## src/rtl/rv_cpu_pipe.sv

```systemverilog
// rv_cpu_pipe: 5-stage RV32I-subset core (IF/ID/EX/MEM/WB) with combinational imem/dmem ports.
// Optional macro RV_CPU_FWD_EN enables EX-stage forwarding; without it RAW hazards stall in ID.
package rv_cpu_pkg;
    typedef struct packed {
        logic [31:0] address;
        logic [31:0] wr_data;
        logic        wr_en;
        logic [3:0]  byte_en;
    } t_core2mem_req;
endpackage

module rv_decode (
    input  logic        clk,
    input  logic        rst,
    input  logic [31:0] instr_i,
    input  logic        wb_we_i,
    input  logic [4:0]  wb_rd_i,
    input  logic [31:0] wb_data_i,
    output logic [4:0]  rs1_o,
    output logic [4:0]  rs2_o,
    output logic [4:0]  rd_o,
    output logic [31:0] rs1_val_o,
    output logic [31:0] rs2_val_o,
    output logic [31:0] imm_o,
    output logic [2:0]  alu_f3_o,
    output logic        alu_alt_o,
    output logic        use_imm_o,
    output logic        zero_a_o,
    output logic        use_rs1_o,
    output logic        use_rs2_o,
    output logic        we_o,
    output logic        is_lw_o,
    output logic        is_sw_o
);
    logic [31:0] rf [0:31];
    logic [6:0]  opc, f7;
    logic [2:0]  f3;

    assign opc   = instr_i[6:0];
    assign f3    = instr_i[14:12];
    assign f7    = instr_i[31:25];
    assign rd_o  = instr_i[11:7];
    assign rs1_o = instr_i[19:15];
    assign rs2_o = instr_i[24:20];

    always_ff @(posedge clk) begin
        if (rst) begin
            for (int i = 0; i < 32; i++) rf[i] <= '0;
        end else if (wb_we_i && wb_rd_i != 5'd0) begin
            rf[wb_rd_i] <= wb_data_i;
        end
    end

    // Write-through: a WB write lands in the same cycle it is read here
    assign rs1_val_o = (rs1_o == 5'd0) ? '0 : (wb_we_i && wb_rd_i == rs1_o) ? wb_data_i : rf[rs1_o];
    assign rs2_val_o = (rs2_o == 5'd0) ? '0 : (wb_we_i && wb_rd_i == rs2_o) ? wb_data_i : rf[rs2_o];

    always_comb begin
        we_o      = 1'b0;
        is_lw_o   = 1'b0;
        is_sw_o   = 1'b0;
        use_imm_o = 1'b0;
        zero_a_o  = 1'b0;
        use_rs1_o = 1'b0;
        use_rs2_o = 1'b0;
        alu_f3_o  = 3'b000;
        alu_alt_o = 1'b0;
        imm_o     = {{20{instr_i[31]}}, instr_i[31:20]};
        case (opc)
            7'b0110011: if (f7 == 7'h00 || (f7 == 7'h20 && (f3 == 3'b000 || f3 == 3'b101))) begin
                we_o = 1'b1; use_rs1_o = 1'b1; use_rs2_o = 1'b1;
                alu_f3_o = f3; alu_alt_o = f7[5];
            end
            7'b0010011: if ((f3 != 3'b001 && f3 != 3'b101) || f7 == 7'h00 ||
                            (f3 == 3'b101 && f7 == 7'h20)) begin
                we_o = 1'b1; use_rs1_o = 1'b1; use_imm_o = 1'b1;
                alu_f3_o = f3; alu_alt_o = (f3 == 3'b101) && f7[5];
            end
            7'b0000011: if (f3 == 3'b010) begin
                we_o = 1'b1; is_lw_o = 1'b1; use_rs1_o = 1'b1; use_imm_o = 1'b1;
            end
            7'b0100011: if (f3 == 3'b010) begin
                is_sw_o = 1'b1; use_rs1_o = 1'b1; use_rs2_o = 1'b1; use_imm_o = 1'b1;
                imm_o = {{20{instr_i[31]}}, instr_i[31:25], instr_i[11:7]};
            end
            7'b0110111: begin
                we_o = 1'b1; use_imm_o = 1'b1; zero_a_o = 1'b1;
                imm_o = {instr_i[31:12], 12'h000};
            end
            default: ;
        endcase
    end
endmodule

module rv_cpu_pipe
    import rv_cpu_pkg::*;
#(
    parameter logic [31:0] RESET_PC = 32'h0000_0000
) (
    input  logic          clk,
    input  logic          rst,
    output logic [31:0]   imem_addr,
    input  logic [31:0]   imem_rd_data,
    output t_core2mem_req core2dmem_req,
    input  logic [31:0]   dmem_rd_data
);
    typedef struct packed {
        logic vld, we, lw, sw, imm_sel, zero_a, alt;
        logic [2:0]  f3;
        logic [4:0]  rd, rs1, rs2;
        logic [31:0] a, b, imm;
    } t_idex;
    typedef struct packed {
        logic vld, we, lw, sw;
        logic [4:0]  rd;
        logic [31:0] res, sdata;
    } t_exmem;
    typedef struct packed {
        logic vld, we;
        logic [4:0]  rd;
        logic [31:0] data;
    } t_memwb;

    logic [31:0] pc_q, ifid_instr_q;
    logic        ifid_vld_q, stall;
    t_idex       idex_q, idex_d;
    t_exmem      exmem_q, exmem_d;
    t_memwb      memwb_q, memwb_d;

    logic [4:0]  d_rs1, d_rs2, d_rd;
    logic [31:0] d_a, d_b, d_imm, ex_a, ex_b, op_a, op_b, alu;
    logic [2:0]  d_f3;
    logic        d_alt, d_imm_sel, d_zero_a, d_u1, d_u2, d_we, d_lw, d_sw;

    rv_decode u_rv_decode (
        .clk(clk), .rst(rst), .instr_i(ifid_instr_q),
        .wb_we_i(memwb_q.vld && memwb_q.we), .wb_rd_i(memwb_q.rd), .wb_data_i(memwb_q.data),
        .rs1_o(d_rs1), .rs2_o(d_rs2), .rd_o(d_rd), .rs1_val_o(d_a), .rs2_val_o(d_b),
        .imm_o(d_imm), .alu_f3_o(d_f3), .alu_alt_o(d_alt), .use_imm_o(d_imm_sel),
        .zero_a_o(d_zero_a), .use_rs1_o(d_u1), .use_rs2_o(d_u2), .we_o(d_we),
        .is_lw_o(d_lw), .is_sw_o(d_sw)
    );

    function automatic logic reads(input logic vld, input logic we, input logic [4:0] rd,
                                   input logic [4:0] rs1, input logic [4:0] rs2,
                                   input logic u1, input logic u2);
        return vld && we && rd != 5'd0 && ((u1 && rd == rs1) || (u2 && rd == rs2));
    endfunction

`ifdef RV_CPU_FWD_EN
    assign stall = ifid_vld_q && idex_q.lw &&
                   reads(idex_q.vld, idex_q.we, idex_q.rd, d_rs1, d_rs2, d_u1, d_u2);
`else
    assign stall = ifid_vld_q &&
                   (reads(idex_q.vld, idex_q.we, idex_q.rd, d_rs1, d_rs2, d_u1, d_u2) ||
                    reads(exmem_q.vld, exmem_q.we, exmem_q.rd, d_rs1, d_rs2, d_u1, d_u2) ||
                    reads(memwb_q.vld, memwb_q.we, memwb_q.rd, d_rs1, d_rs2, d_u1, d_u2));
    logic unused_rs;
    assign unused_rs = ^{idex_q.rs1, idex_q.rs2};
`endif

    always_comb begin
        idex_d = '0;
        if (ifid_vld_q && !stall) begin
            idex_d = '{vld: 1'b1, we: d_we, lw: d_lw, sw: d_sw, imm_sel: d_imm_sel,
                       zero_a: d_zero_a, alt: d_alt, f3: d_f3, rd: d_rd, rs1: d_rs1,
                       rs2: d_rs2, a: d_a, b: d_b, imm: d_imm};
        end
    end

    // EX/MEM is checked last so it wins over MEM/WB
    always_comb begin
        ex_a = idex_q.a;
        ex_b = idex_q.b;
`ifdef RV_CPU_FWD_EN
        if (memwb_q.vld && memwb_q.we && memwb_q.rd != 5'd0 && memwb_q.rd == idex_q.rs1) ex_a = memwb_q.data;
        if (memwb_q.vld && memwb_q.we && memwb_q.rd != 5'd0 && memwb_q.rd == idex_q.rs2) ex_b = memwb_q.data;
        if (exmem_q.vld && exmem_q.we && exmem_q.rd != 5'd0 && exmem_q.rd == idex_q.rs1) ex_a = exmem_q.res;
        if (exmem_q.vld && exmem_q.we && exmem_q.rd != 5'd0 && exmem_q.rd == idex_q.rs2) ex_b = exmem_q.res;
`endif
    end

    assign op_a = idex_q.zero_a ? '0 : ex_a;
    assign op_b = idex_q.imm_sel ? idex_q.imm : ex_b;

    always_comb begin
        case (idex_q.f3)
            3'b000:  alu = idex_q.alt ? op_a - op_b : op_a + op_b;
            3'b001:  alu = op_a << op_b[4:0];
            3'b010:  alu = {31'b0, $signed(op_a) < $signed(op_b)};
            3'b011:  alu = {31'b0, op_a < op_b};
            3'b100:  alu = op_a ^ op_b;
            3'b101:  alu = idex_q.alt ? 32'($signed(op_a) >>> op_b[4:0]) : op_a >> op_b[4:0];
            3'b110:  alu = op_a | op_b;
            default: alu = op_a & op_b;
        endcase
        exmem_d = '{vld: idex_q.vld, we: idex_q.we, lw: idex_q.lw, sw: idex_q.sw,
                    rd: idex_q.rd, res: alu, sdata: ex_b};
        memwb_d = '{vld: exmem_q.vld, we: exmem_q.we, rd: exmem_q.rd,
                    data: exmem_q.lw ? dmem_rd_data : exmem_q.res};
    end

    assign imem_addr             = pc_q;
    assign core2dmem_req.address = exmem_q.res;
    assign core2dmem_req.wr_data = exmem_q.sdata;
    assign core2dmem_req.wr_en   = exmem_q.vld && exmem_q.sw && !rst;
    assign core2dmem_req.byte_en = (exmem_q.vld && (exmem_q.lw || exmem_q.sw) && !rst) ? 4'hF : 4'h0;

    always_ff @(posedge clk) begin
        if (rst) begin
            pc_q         <= RESET_PC;
            ifid_vld_q   <= 1'b0;
            ifid_instr_q <= '0;
            idex_q       <= '0;
            exmem_q      <= '0;
            memwb_q      <= '0;
        end else begin
            if (!stall) begin
                pc_q         <= pc_q + 32'd4;
                ifid_vld_q   <= 1'b1;
                ifid_instr_q <= imem_rd_data;
            end
            idex_q  <= idex_d;
            exmem_q <= exmem_d;
            memwb_q <= memwb_d;
        end
    end
endmodule

```

## config.mk

```make
export PLATFORM = sky130hd
export DESIGN_NAME = rv_cpu_pipe
export DESIGN_NICKNAME = d
export VERILOG_FILES = /design/src/rtl/rv_cpu_pipe.sv
export SDC_FILE = /design/constraint.sdc
export NUM_CORES = 2
export LEC_CHECK = 0
export CORE_AREA = 5 5 382 384
export DETAILED_ROUTE_END_ITERATION = 12
export DIE_AREA = 0 0 387 389
export GPL_ROUTABILITY_DRIVEN = 0
export PLACE_DENSITY = 0.71
export SYNTH_ARGS = -nofsm -noshare
export SYNTH_HDL_FRONTEND = slang
export SYNTH_SLANG_ARGS = --single-unit
```

## constraint.sdc

```tcl
create_clock -name clk -period 4 [get_ports clk]
set_input_delay 0.8 -clock clk [delete_from_list [all_inputs] [get_ports clk]]
set_output_delay 0.8 -clock clk [all_outputs]
set_load 0.01 [all_outputs]
```

# [Word level (Yosys, flattened, before mapping)]
# Memory sizes are Yosys's and may differ from the RTL's. A register that Yosys moved wholly into a read port is not among the register bits.
# Index checks and enable logic that the tools add are counted.
[totals] regBits=288 ramBits=1024 inputBits=66 output_inout_bits=101 word_cells=159 mem_count=1
[op_classes] n_addsub=3 order_cmp=2 eq_ne=22 shift=3 muxes=42 n_bitwise=6 n_reduce_logical=54
[memory_table] memory="u_rv_decode.rf" depth=32 word_bits=32 read_ports=2 rd_clocked_by_memory_dff=2 write_ports=32 line_no="35" text="logic [31:0] rf [0:31];"
[op_table] op="two-way mux 32 bit" n=10
[op_table] op="one-hot mux 32 bit (7 select lines)" n=1
[op_table] op="two-way mux 121 bit" n=1
[op_table] op="less-than comparator 32 bit" n=2
[op_table] op="one-hot mux 31 bit (2 select lines)" n=1
[op_table] op="adder 32 x 3 -> 32 bit (second input constant)" n=1
[op_table] op="adder 32 bit" n=1
[op_table] op="bitwise AND 32 bit" n=1
[op_table] op="bitwise OR 32 bit" n=1
[op_table] op="OR reduction 32 bit" n=1
[op_table] op="<< shifter 32 x 5 -> 32 bit" n=1
[op_table] op=">> shifter 32 x 5 -> 32 bit" n=1
[op_table] op=">>> shifter 32 x 5 -> 32 bit" n=1
[op_table] op="subtractor 32 bit" n=1
[op_table] op="bitwise XOR 32 bit" n=1
[op_table] op="== test 5 bit" n=6
[op_table] op="two-way mux 5 bit" n=6
[op_table] op="== test 7 x 6 -> 1 bit (second input constant)" n=4
[op_table] op="logical AND 1 bit" n=27
[op_table] op="nonzero test 5 bit" n=3
[op_table] op="two-way mux 1 bit" n=14
[op_table] op="== test 3 bit (second input constant)" n=4
[op_table] op="OR reduction 3 bit" n=4
[op_table] op="zero test 5 bit" n=2
[op_table] op="18 further kinds" n=37

# [Longest topological paths before layout]
[depth] ltp_word=16 mapped_depth=17 mapped_depth_nobuf=14

# [Hierarchy]
# Synthesis repeated with hierarchy kept, for this count alone.
[hier_totals] hier_cells=6214 area_unflattened_um2=74801.7
[modules_own_cells] module="rv_decode" instances=1 cells_each=3868 area_each_um2=55897.4 seq_area_each_um2=30749.5
[modules_own_cells] module="rv_cpu_pipe" instances=1 cells_each=2346 area_each_um2=18904.4 seq_area_each_um2=5725.5

# [Least setup slack after synthesis]
# No wires, ideal clock.
[synth_timing] kind="reg2reg" start="register idex_q[116] (netlist bit)" end="register exmem_q (netlist bit core2dmem_req[59])" setup_ns=0.128 arrival_ns=4.117 required_time_ns=3.872 path_slack_ns=-0.245 stages_incl_launch_ff=17 n_path_buf=5 synth_period_minus_slack_ns=4.245 cell_sequence="dfxtp_1 buf_2 buf_1 mux2i_1 clkbuf_1 clkbuf_1 clkbuf_1 ha_1 nor3b_1 o31ai_1 a211oi_1 o31ai_1 o211a_1 o22ai_1 xnor2_1 a2111oi_0 nor2_1"
[synth_via] elab_chain_cells=4 elab_cells_between_ends=12 cone_classes="add/sub: 2; shift: 3; mux: 4; bitwise: 3"
[synth_rtl] element="start, declared" line_no="126" text="t_idex idex_q, idex_d;"
[synth_rtl] element="start signal, assigned" line_no="223" text="idex_q <= idex_d;"
[synth_rtl] element="two-way mux 32 bit *" line_no="184" text="assign op_b = idex_q.imm_sel ? idex_q.imm : ex_b;"
[synth_rtl] element="adder 32 bit, or another cell as far along" line_no="188" text="3'b000: alu = idex_q.alt ? op_a - op_b : op_a + op_b;"
[synth_rtl] element="two-way mux 32 bit (on tied branches)" line_no="188, 193"
[synth_rtl] element="one-hot mux 32 bit (7 select lines) *" line_no="187" text="case (idex_q.f3)"
[synth_rtl] element="end signal, assigned" line_no="224" text="exmem_q <= exmem_d;"
[synth_rtl] element="end, declared" line_no="127" text="t_exmem exmem_q, exmem_d;"
# Every way passes the cells marked *; elsewhere a longest branch is shown, timed or not.
# A chain may end at the register's enable or synchronous reset.

# [Final worst setup path]
[layout_timing] start="register idex_q[116] (netlist bit)" end="register exmem_q (netlist bit core2dmem_req[50])"
# The elaborated chain is that of the path after synthesis.

==> impl_metrics.yaml <==
synth:
  syn_inst: 5708
  synth.area.top_cells: "edfxtp_1 (42%), mux4_2 (20%), and2_1 (8.6%)"
  ys_seq_area_frac: 0.499
  yosysTopAreaCell: "edfxtp_1"
  netlist_area_sq_um: 73400
  synth_top_area_share: 0.419
  ys_seq_elements: 1320
  synth_ff_type: "edfxtp_1"
  ys_async_sr_fraction: 0
  synth_edf_count: 1024
  synth_common_cells: "edfxtp_1 (1,024), and2_1 (1,011), mux4_2 (645), clkbuf_1 (419), nor2_1 (343)"
  ys_types: 84
  synth.most_common_cell: "edfxtp_1"
  ys_warn_count: 0
  syn_area_per_cell_sq_um: 12.9
clocking:
  clk_path_buf_depth: 3
  clk_pin_slew_ps: 70
  cts_sinks: 1320
  ctsHoldBuffers: 0
  cts_max_level: 4
  cts_tree: "yes"
  clk_latency_ps: 810
  cts_made_buffers: 143
  root_buffer: "clkbuf_16"
finish:
  drive_above_1_share: 0.213
  layout.nets: 5875
  fillCellCount: 11005
  stdcell_count: 7739
  areaGrowthSynthToFinish_pct: 12.5
  fin_area_sq_um: 82600
critical_path:
  r2r_start: "idex_q[116]"
  crit_path_end_kind: "flop"
  cp-startpoint: "idex_q[116]"
  critPathSlowestCell: "buf_4"
  crit_type: "reg -> reg"
  cpPeakStageDelay_ps: 630
  cp.arrival_ps: 4560
  start_kind: "flop"
  critPathRequiredTime_ps: 4700
  cp_common_cell: "buf_4"
  critPathMaxFanout: 68
  path_cells: "buf_12 -> mux2i_4 -> buf_4 -> buf_4 -> nand2_1 -> nor2_1 -> buf_4 -> nand2_1 -> o21ai_0 -> a221o_1 -> nand3_1 -> a21oi_1"
route:
  drt_wl_total_mm: 255
  postRouteAntennaNets: 0
  vias: 52448
  drt_iter0_markers: 9107
  first_pass_iters: 8
  viasPerCell: 6.78
  drc_errors: 0
  wl_per_cell_um: 33.0
die:
  die_x_um: 387
  die-area_sq_um: 151000
  rows: 139
  design.portCount: 167
  die_h_um: 389
  core_sq_um: 142000
  initial_core_util: 0.516
placed_design:
  dp.final_hpwl_mm: 167
  dpl.cell_count: 7465
  pre_cts_slack_ps: 101
  port_buffers: 164
  dpl_cell_area_sq_um: 77900
power:
  power_density_nw_per_um2: 400
  total_power_mw: 33.1
  leakage_nw: 29.5
  peakVddDrop_v: 0.000462
timing:
  fin_crit_sh: 0.966
  finalSetupViolCount: 0
  hold_viol: 0
  worst_pin_slew_ps: 1330
  max_freq_mhz: 259
  setup-tns-final_ps: 0
  slew_violations: 0
  setup_slack_ps: 135
  fin_crit_ps: 3860
  relSlewSlack: 0.110
  finClkSkew_ps: 43.4
global_route:
  grt_pass1_vias: 50732
  grt_use_total: 0.333
  grt_max_degree: 73
  grt-ovfl-total: 0
  antenna_found_initial: 20
  grt_pass1_wl_mm: 364
flow_run:
  drv_cap: 0
worst_hold_path:
  hold_start: "rst"
  hold_class: "in -> reg"
run_status:
  outcome: "completed"
-- worst paths after layout --
kind,endpoint,slack [ps],cells past startpoint
setup reg to reg,core2dmem_req[50],140,12
setup / recovery,core2dmem_req[50],140,12
hold / removal,memwb_q[38],230,2
hold reg to reg,exmem_q[70],440,1
-- layout make-up --
class	instances	area [sq um]	area share
multi-input combinational	3679	34300	0.415
inverter	131	494	0.00598
tap	1903	2380	0.0288
clock inverter	71	628	0.00760
antenna	10	25.0	0.000303
timing repair buffer	434	4110	0.0497
clock buffer	191	3990	0.0482
sequential	1320	36700	0.444
-- cells by family after synthesis --
| group | after synthesis | share of synthesized area |
|---|---|---|
| xor+xnor | 79 | 0.00942 |
| fa+ha+maj | 100 | 0.0172 |
| flops | 1320 | 0.499 |
| buf+inv | 742 | 0.0431 |
| compound gates | 712 | 0.0614 |
| mux | 866 | 0.228 |
| other cells | 1 | 0.0000511 |
| simple gates | 1888 | 0.141 |
-- critical path, delay by kind of cell, from the launching register on --
| family | cells | cell delay, ps |
|---|---|---|
| AOI/OAI and AO/OA | 3 | 640 |
| buffers and inverters | 4 | 1310 |
| DFF | 1 | 390 |
| muxes | 1 | 340 |
| and+or+nand+nor | 4 | 1060 |
-- registers in the layout, indices dropped and copies added (netlist names), named ones only --
signal          count
exmem_q             9
idex_q             38
imem_addr          30
u_rv_decode.rf   1024
ex_b               32
exmem_d             9
ex_a               32
memwb_q            39
ifid_instr_q       32
ifid_vld_q          1
core2dmem_req      64
-- power breakdown --
part,total [mW],internal (mW),switching [mW]
logic,4.20,1.71,2.49
registers,15.7,15.2,0.442
clock network,13.2,7.50,5.70
total,33.1,24.4,8.64
-- layer usage --
layer,share of wire,GRT usage,routed length (um),vias up
li1,-,-,-,21270
met1,0.35,0.434,89300,26094
met2,0.44,0.498,113000,4204
met3,0.13,0.0967,33700,876
met4,0.073,0.197,18600,4
met5,0.000098,0,25,-
-- per-stage QoR --
stage / hold slack (ps) / utilization
detailed placement: 422 / 0.547
global route: 222 / 0.580
global placement: 416 / 0.547
floorplan: 414 / -
CTS: 179 / 0.579
finish: 233 / 0.580
-- what timing repair did --
action / in CTS / in global routing
gates resized for setup: 0 / 9
setup endpoints to repair: 0 / 8
setup buffers: 0 / 2
-- placed cells by master (no fill, tap or decap), types with 24 or more instances in the layout --
| cell type | n |
|---|---|
| conb_1 | 34 |
| a21oi_1 | 170 |
| buf_4 | 235 |
| edfxtp_1 | 1024 |
| clkbuf_16 | 149 |
| xnor2_1 | 54 |
| nor2_1 | 311 |
| nand3_1 | 60 |
| nand2_1 | 206 |
| mux4_2 | 645 |
| clkinv_1 | 24 |
| a31oi_1 | 28 |
| mux2i_1 | 210 |
| buf_12 | 35 |
| a211oi_1 | 93 |
| clkinv_2 | 24 |
| o21ai_0 | 173 |
| o211ai_1 | 30 |
| clkdlybuf4s50_1 | 163 |
| dfxtp_1 | 280 |
| nor2_2 | 30 |
| and2_1 | 1011 |
| inv_1 | 123 |
| nor3_1 | 51 |
| xor2_1 | 25 |
| o21ai_4 | 33 |
| ha_1 | 98 |
| nor2b_1 | 89 |
| clkbuf_1 | 32 |
No activity file was read; power rests on OpenSTA's default activity.
